### src/rtl/spi_ram_burst.sv
// spi_ram_burst
// Command-driven single-port memory behind an SPI slave receive path.
// Each command is a 2-bit opcode plus a DATA_W payload.
// Write and read addresses auto-increment and wrap modulo MEM_DEPTH.
// Reads run as bursts of payload+1 words, presented on a tx_valid/tx_ready
// output handshake that accepts backpressure.
//
// Ports
//   clk       : single clock, rising edge
//   rst       : asynchronous active-high reset
//   din       : {opcode[1:0], payload[DATA_W-1:0]}
//   rx_valid  : one-cycle pulse per command (no ready back)
//   dout      : read word, stable while tx_valid is high
//   tx_valid  : dout holds a word awaiting acceptance
//   tx_ready  : consumer accepts dout on tx_valid && tx_ready at a rising edge
//   busy      : FSM is not in IDLE
//   err       : one-cycle pulse after a rejected command
//
// Opcodes: 00 SET_WR, 01 WRITE, 10 SET_RD, 11 READ (burst of payload+1 words).
//
// Output handshake: a word transfers on every rising edge where tx_valid and
// tx_ready are both high. tx_valid, once raised, stays high and dout stays
// constant until that transfer.

module spi_ram_burst #(
    parameter int DATA_W    = 8,
    parameter int ADDR_W    = 8,
    parameter int MEM_DEPTH = 256
) (
    input  logic              clk,
    input  logic              rst,
    input  logic [DATA_W+1:0] din,
    input  logic              rx_valid,
    output logic [DATA_W-1:0] dout,
    output logic              tx_valid,
    input  logic              tx_ready,
    output logic              busy,
    output logic              err
);

    typedef enum logic [1:0] {
        IDLE  = 2'd0,
        FETCH = 2'd1,
        HOLD  = 2'd2
    } state_t;

    localparam logic [1:0] OP_SET_WR = 2'b00;
    localparam logic [1:0] OP_WRITE  = 2'b01;
    localparam logic [1:0] OP_SET_RD = 2'b10;
    localparam logic [1:0] OP_READ   = 2'b11;

    // Last valid address. Addresses wrap here, not at 2**ADDR_W.
    localparam logic [ADDR_W-1:0] LAST_ADDR = ADDR_W'(MEM_DEPTH - 1);
    // Depth held one bit wider so MEM_DEPTH == 2**ADDR_W still compares correctly.
    localparam logic [ADDR_W:0]   DEPTH     = (ADDR_W + 1)'(MEM_DEPTH);

    state_t state;
    state_t state_next;

    logic [DATA_W-1:0] mem [MEM_DEPTH];
    logic [ADDR_W-1:0] wr_addr;
    logic [ADDR_W-1:0] rd_addr;
    logic [DATA_W-1:0] cnt;

    logic [1:0]        opcode;
    logic [DATA_W-1:0] payload;
    logic [ADDR_W-1:0] addr_field;
    logic              addr_ok;

    // Control strobes produced by the output process.
    logic cmd_take;
    logic handshake;
    logic load_dout;
    logic err_next;

    assign opcode     = din[DATA_W+1:DATA_W];
    assign payload    = din[DATA_W-1:0];
    assign addr_field = payload[ADDR_W-1:0];
    assign addr_ok    = ({1'b0, addr_field} < DEPTH);

    function automatic logic [ADDR_W-1:0] inc_wrap(input logic [ADDR_W-1:0] a);
        return (a == LAST_ADDR) ? '0 : a + 1'b1;
    endfunction

    // State register
    always_ff @(posedge clk or posedge rst) begin
        if (rst) begin
            state <= IDLE;
        end else begin
            state <= state_next;
        end
    end

    // Next-state logic
    always_comb begin
        state_next = state;
        case (state)
            IDLE: begin
                if (rx_valid && opcode == OP_READ) begin
                    state_next = FETCH;
                end
            end
            FETCH: begin
                state_next = HOLD;
            end
            HOLD: begin
                if (tx_ready) begin
                    state_next = (cnt == '0) ? IDLE : FETCH;
                end
            end
            default: begin
                state_next = IDLE;
            end
        endcase
    end

    // Output and strobe logic
    always_comb begin
        busy      = (state != IDLE);
        tx_valid  = (state == HOLD);
        cmd_take  = (state == IDLE) && rx_valid;
        handshake = (state == HOLD) && tx_ready;
        load_dout = (state == FETCH);
        // A command arriving mid-burst is dropped and flagged. An out-of-range
        // address command is flagged and leaves its address untouched.
        err_next  = (rx_valid && state != IDLE)
                  || (cmd_take && (opcode == OP_SET_WR || opcode == OP_SET_RD) && !addr_ok);
    end

    // Datapath registers
    always_ff @(posedge clk or posedge rst) begin
        if (rst) begin
            wr_addr <= '0;
            rd_addr <= '0;
            cnt     <= '0;
            dout    <= '0;
            err     <= 1'b0;
        end else begin
            err <= err_next;
            if (cmd_take) begin
                case (opcode)
                    OP_SET_WR: if (addr_ok) wr_addr <= addr_field;
                    OP_WRITE:  wr_addr <= inc_wrap(wr_addr);
                    OP_SET_RD: if (addr_ok) rd_addr <= addr_field;
                    OP_READ:   cnt <= payload;
                    default:   ;
                endcase
            end
            if (load_dout) begin
                dout <= mem[rd_addr];
            end
            if (handshake) begin
                rd_addr <= inc_wrap(rd_addr);
                if (cnt != '0) begin
                    cnt <= cnt - 1'b1;
                end
            end
        end
    end

    // Memory array. It is left out of reset so its contents survive rst.
    always_ff @(posedge clk) begin
        if (cmd_take && opcode == OP_WRITE) begin
            mem[wr_addr] <= payload;
        end
    end

endmodule

### config.mk
export PLATFORM = sky130hd
export DESIGN_NAME = spi_ram_burst
export DESIGN_NICKNAME = d
export VERILOG_FILES = /design/src/rtl/spi_ram_burst.sv
export SDC_FILE = /design/constraint.sdc
export NUM_CORES = 2
export LEC_CHECK = 0
export CAP_MARGIN = 0
export CORE_MARGIN = 2
export CORE_UTILIZATION = 30
export CTS_CLUSTER_SIZE = 14
export DETAILED_ROUTE_END_ITERATION = 16
export SETUP_SLACK_MARGIN = 0.1
export SYNTH_ARGS = -nofsm -noshare
export SYNTH_HDL_FRONTEND = slang
export SYNTH_SLANG_ARGS = --single-unit
### constraint.sdc
create_clock -name clk -period 4.05 [get_ports clk]
set_input_delay 0.405 -clock clk [delete_from_list [all_inputs] [get_ports clk]]
set_output_delay 0.405 -clock clk [all_outputs]
set_load 0.005 [all_outputs]
==> flow_summary_export.csv <==
group,metric,value,unit
detailed_routing,ant_nets,0,
pwr,pwr-share-seq,40.9,%
critical_path,max_stage_delay,0.89,ns
finish,drive_gt1_share,26.9,%
yosys,syn_area,81900,sq um
die,fp.dieH,526,um
clock_network,cts_buffers,204,
pwr,p_clk_share,31.0,%
die,initial_core_util,30.2,%
yosys,synth_mux_area_share,14.7,%
clock_network,clock-sinks,2083,
timing,rsz0062_at_grt,"no",
clock_network,htreeDepth,4,
flow_run,drv_cap,0,
die,rows,191,
clock_network,clkTransAtPathRegs,0.06,ns
detailed_routing,wirelength,222000,um
timing,setup_violations,0,
yosys,synth_top_family_by_area,"multiplexers",
detailed_routing,drc,0,
finish,areaGrowthSynthToFinish,16.5,%
detailed_routing,dr.pass1.iters,8,
detailed_routing,routedWlPerCell,27.0,um
timing,layout_worst_path_cycle_share,96.2,%
hold_path,hold_path_class,"primary input to flop",
critical_path,crit_required,4.76,ns
yosys,syn_inst,4027,
critical_path,critPathKind,"flop to flop",
global_route,grt_overflow,0,
yosys,synth_area_leaders,"edfxtp_1, mux4_2, mux2i_1, nor2_1, dfrtp_1",
yosys,synth_cell_types,71,
global_route,grt_pass1_wl,316000,um
status,status,"finished, final reports clean",
yosys,ys_seq_area_share,76.2,%
detailed_routing,via_count,42600,
timing,hold_viol,0,
clock_network,cts_root_buf,"clkbuf_16",
finish,final_util,35.2,%
global_route,grt_pass1_vias,42500,
timing,relSlewSlack,18.7,%
yosys,yosysTopAreaCellShare,75.1,%
global_route,grt_usage,15.7,%
yosys,synth_fa_ha_area_share,0.0917,%
finish,final_nets,4488,
pwr,p_switching,18.7,mW
clock_network,hold_buffers,0,
critical_path,cp_slowest_cell,"dfrtp_4",
pwr,p_per_area,627,nW/um^2
timing,slew_violations,0,
critical_path,arrival,4.60,ns
yosys,synth-xor-area-share,0,%
yosys,synthFlopType,"edfxtp_1",
clock_network,clk_latency,0.87,ns
pwr,total_power,59.8,mW
yosys,async_reset_ff_share,1.68,%
yosys,yosysWarnings,0,
timing,fin_tns_setup,0,ns
pwr,power_frac_comb,28.1,%
yosys,synthSimpleGateAreaFrac,3.82,%
pwr,ir_drop,0.000553,V
die,dieArea,277000,sq um
detailed_routing,vias_per_cell,5.19,
critical_path,critPathMaxFanout,15,
critical_path,worstPathCellList,"buf_4 -> mux4_2 -> a22o_1 -> nor4_1 -> a211oi_1 -> nor4_2 -> o22ai_1",
critical_path,end_kind,"flop",
placed_design,portBuffers,24,
clock_network,cts_buffer_depth,3,
pwr,p_int,41.1,mW
die,die_w,526,um
yosys,synth-seq-cells,2083,
detailed_routing,drtIter0Drc,5522,
yosys,yosysTopAreaCell,"edfxtp_1",
yosys,synth_edf_count,2048,
finish,fill_cells,24900,
global_route,antenna_found_initial,4,
yosys,syn_nets,4047,
die,io_pins,25,
timing,fin_skew,0.0487,ns
die,core-area,271000,sq um
clock_network,tritoncts,"yes",
timing,fin_crit,3.89,ns
pwr,p_leak,29.7,nW
pwr,p_sw_share,31.3,%
timing,worstMarginPinSlew,1.22,ns
global_route,grt_max_degree,152,
placed_design,gp_congestion,0.890,
placed_design,hpwlAfterDp,142000,um
yosys,syn_area_per_cell,20.3,sq um
yosys,synth_compound_area_share,3.12,%
critical_path,start_kind,"flop",
timing,fmax,257,MHz
-- synthesized netlist by cell type (16+ instances only) --
master,instances
nor2b_1,28
edfxtp_1,2048
nand2_1,117
buf_2,51
o221ai_1,32
mux4_2,443
o22ai_1,63
a21oi_1,57
dfrtp_1,35
mux2_2,30
o21ai_0,57
nor3_1,48
nand4_1,23
a22oi_1,59
nand3_1,56
buf_6,34
buf_8,16
nor2_1,324
clkbuf_1,81
mux2i_1,154
a211oi_1,18
buf_4,37
-- final cells by class --
type	instances	area [sq um]	share of cell area (%)
flip-flops and latches	2083	62400	65.4
multi-input cells	1695	17900	18.7
clock buffers	250	5350	5.61
well taps	3570	4470	4.68
repair buffers	469	4020	4.21
clock inverters	127	1190	1.25
inverters	15	58.8	0.0617
diodes	2	5.00	0.00525
-- power groups by stage --
| stage | logic (mW) | clock network (mW) | registers, mW |
|---|---|---|---|
| 2_1_floorplan | 11.0 | 0 | 24.4 |
| 3_3_place_gp | 16.7 | 0 | 24.9 |
| 3_5_place_dp | 16.7 | 0 | 24.9 |
| 4_1_cts | 16.8 | 18.8 | 24.5 |
| 5_1_grt | 17.6 | 19.6 | 24.5 |
| 6_report | 16.8 | 18.5 | 24.5 |
-- path summary, 6_finish.rpt --
check / cells past startpoint / slack (ns) / to / start
max in group asynchronous: 2 / 3.01 / rd_addr[1]$_DFFE_PP0P_ / rst
worst min-delay path: 1 / 0.08 / mem[82][4]$_DFFE_PP_ / din[4]
worst max-delay path: 7 / 0.16 / dout[5]$_DFFE_PP0N_ / rd_addr[0]$_DFFE_PP0P_
worst min register to register: 1 / 0.51 / cnt[4]$_DFF_PP0_ / cnt[4]$_DFF_PP0_
min in group asynchronous: 2 / 0.26 / rd_addr[0]$_DFFE_PP0P_ / rst
worst max register to register: 7 / 0.16 / dout[5]$_DFFE_PP0N_ / rd_addr[0]$_DFFE_PP0P_
-- worst max-delay path, delay by kind of cell (launching register included) --
family / cells / cell delay (ns)
DFF: 1 / 0.89
buffers and inverters: 1 / 0.31
and+or+nand+nor: 2 / 1.38
AOI/OAI and AO/OA: 3 / 0.63
muxes: 1 / 0.50
-- cell usage in the layout, fill, tap and decap left out, types with 9 or more instances in the layout --
cell / instances
mux4_2: 443
a221oi_1: 9
clkdlybuf4s50_1: 16
clkinv_1: 49
nand2b_1: 10
nor3_1: 46
nand2_1: 117
clkinv_2: 38
dfrtp_1: 30
nor4_1: 12
o22ai_1: 63
o221ai_1: 31
a21oi_1: 57
mux2_2: 30
buf_12: 32
clkbuf_16: 205
o21ai_0: 57
nor3b_1: 11
edfxtp_1: 2048
a22oi_1: 59
nor2b_1: 26
clkbuf_1: 40
o22a_1: 11
a211oi_1: 18
nand3_1: 56
bufinv_16: 15
inv_1: 13
nand4_1: 23
buf_4: 413
nor2_1: 322
mux2i_1: 154
a31oi_1: 15
-- routing by layer --
metal  track usage, %  part of all wire, %  up-vias
li1                 -                    -    17600
met1             21.4                   41    22700
met2             24.7                   47     2020
met3             2.98                  8.3      383
met4             6.34                  4.1        2
met5                0               0.0086        -
-- sequential cells by signal (all words and copies together), names as in the netlist --
register / flops
state: 2
cnt: 8
mem: 2048
err: 1
dout: 8
wr_addr: 8
rd_addr: 8
-- stage by stage --
stage | instances | worst slack, ns | instance area, sq um | hold slack, ns
2_1_floorplan | 4027 | 1.48 | 81900 | 0.456
3_3_place_gp | 7831 | 0.0681 | 88800 | 0.487
3_5_place_dp | 7831 | 0.0594 | 88800 | 0.486
4_1_cts | 8208 | 0.219 | 95300 | 0.0883
5_1_grt | 8211 | 0.181 | 95400 | 0.0996
6_report | 8211 | 0.155 | 95400 | 0.0800
-- cell families after synthesis --
| group | after synthesis |
|---|---|
| buffers and inverters | 249 |
| DFF | 2083 |
| adders and majority gates | 6 |
| muxes | 635 |
| and+or+nand+nor | 683 |
| AOI/OAI and AO/OA | 371 |
-- repair_timing --
| action | CTS | global route |
|---|---|---|
| buffers inserted | 0 | 1 |
| pin swaps | 0 | 0 |
| resized for setup | 3 | 0 |
| endpoints found under the setup margin | 3 | 1 |
Note: power is estimated with default switching activity, not from simulation.
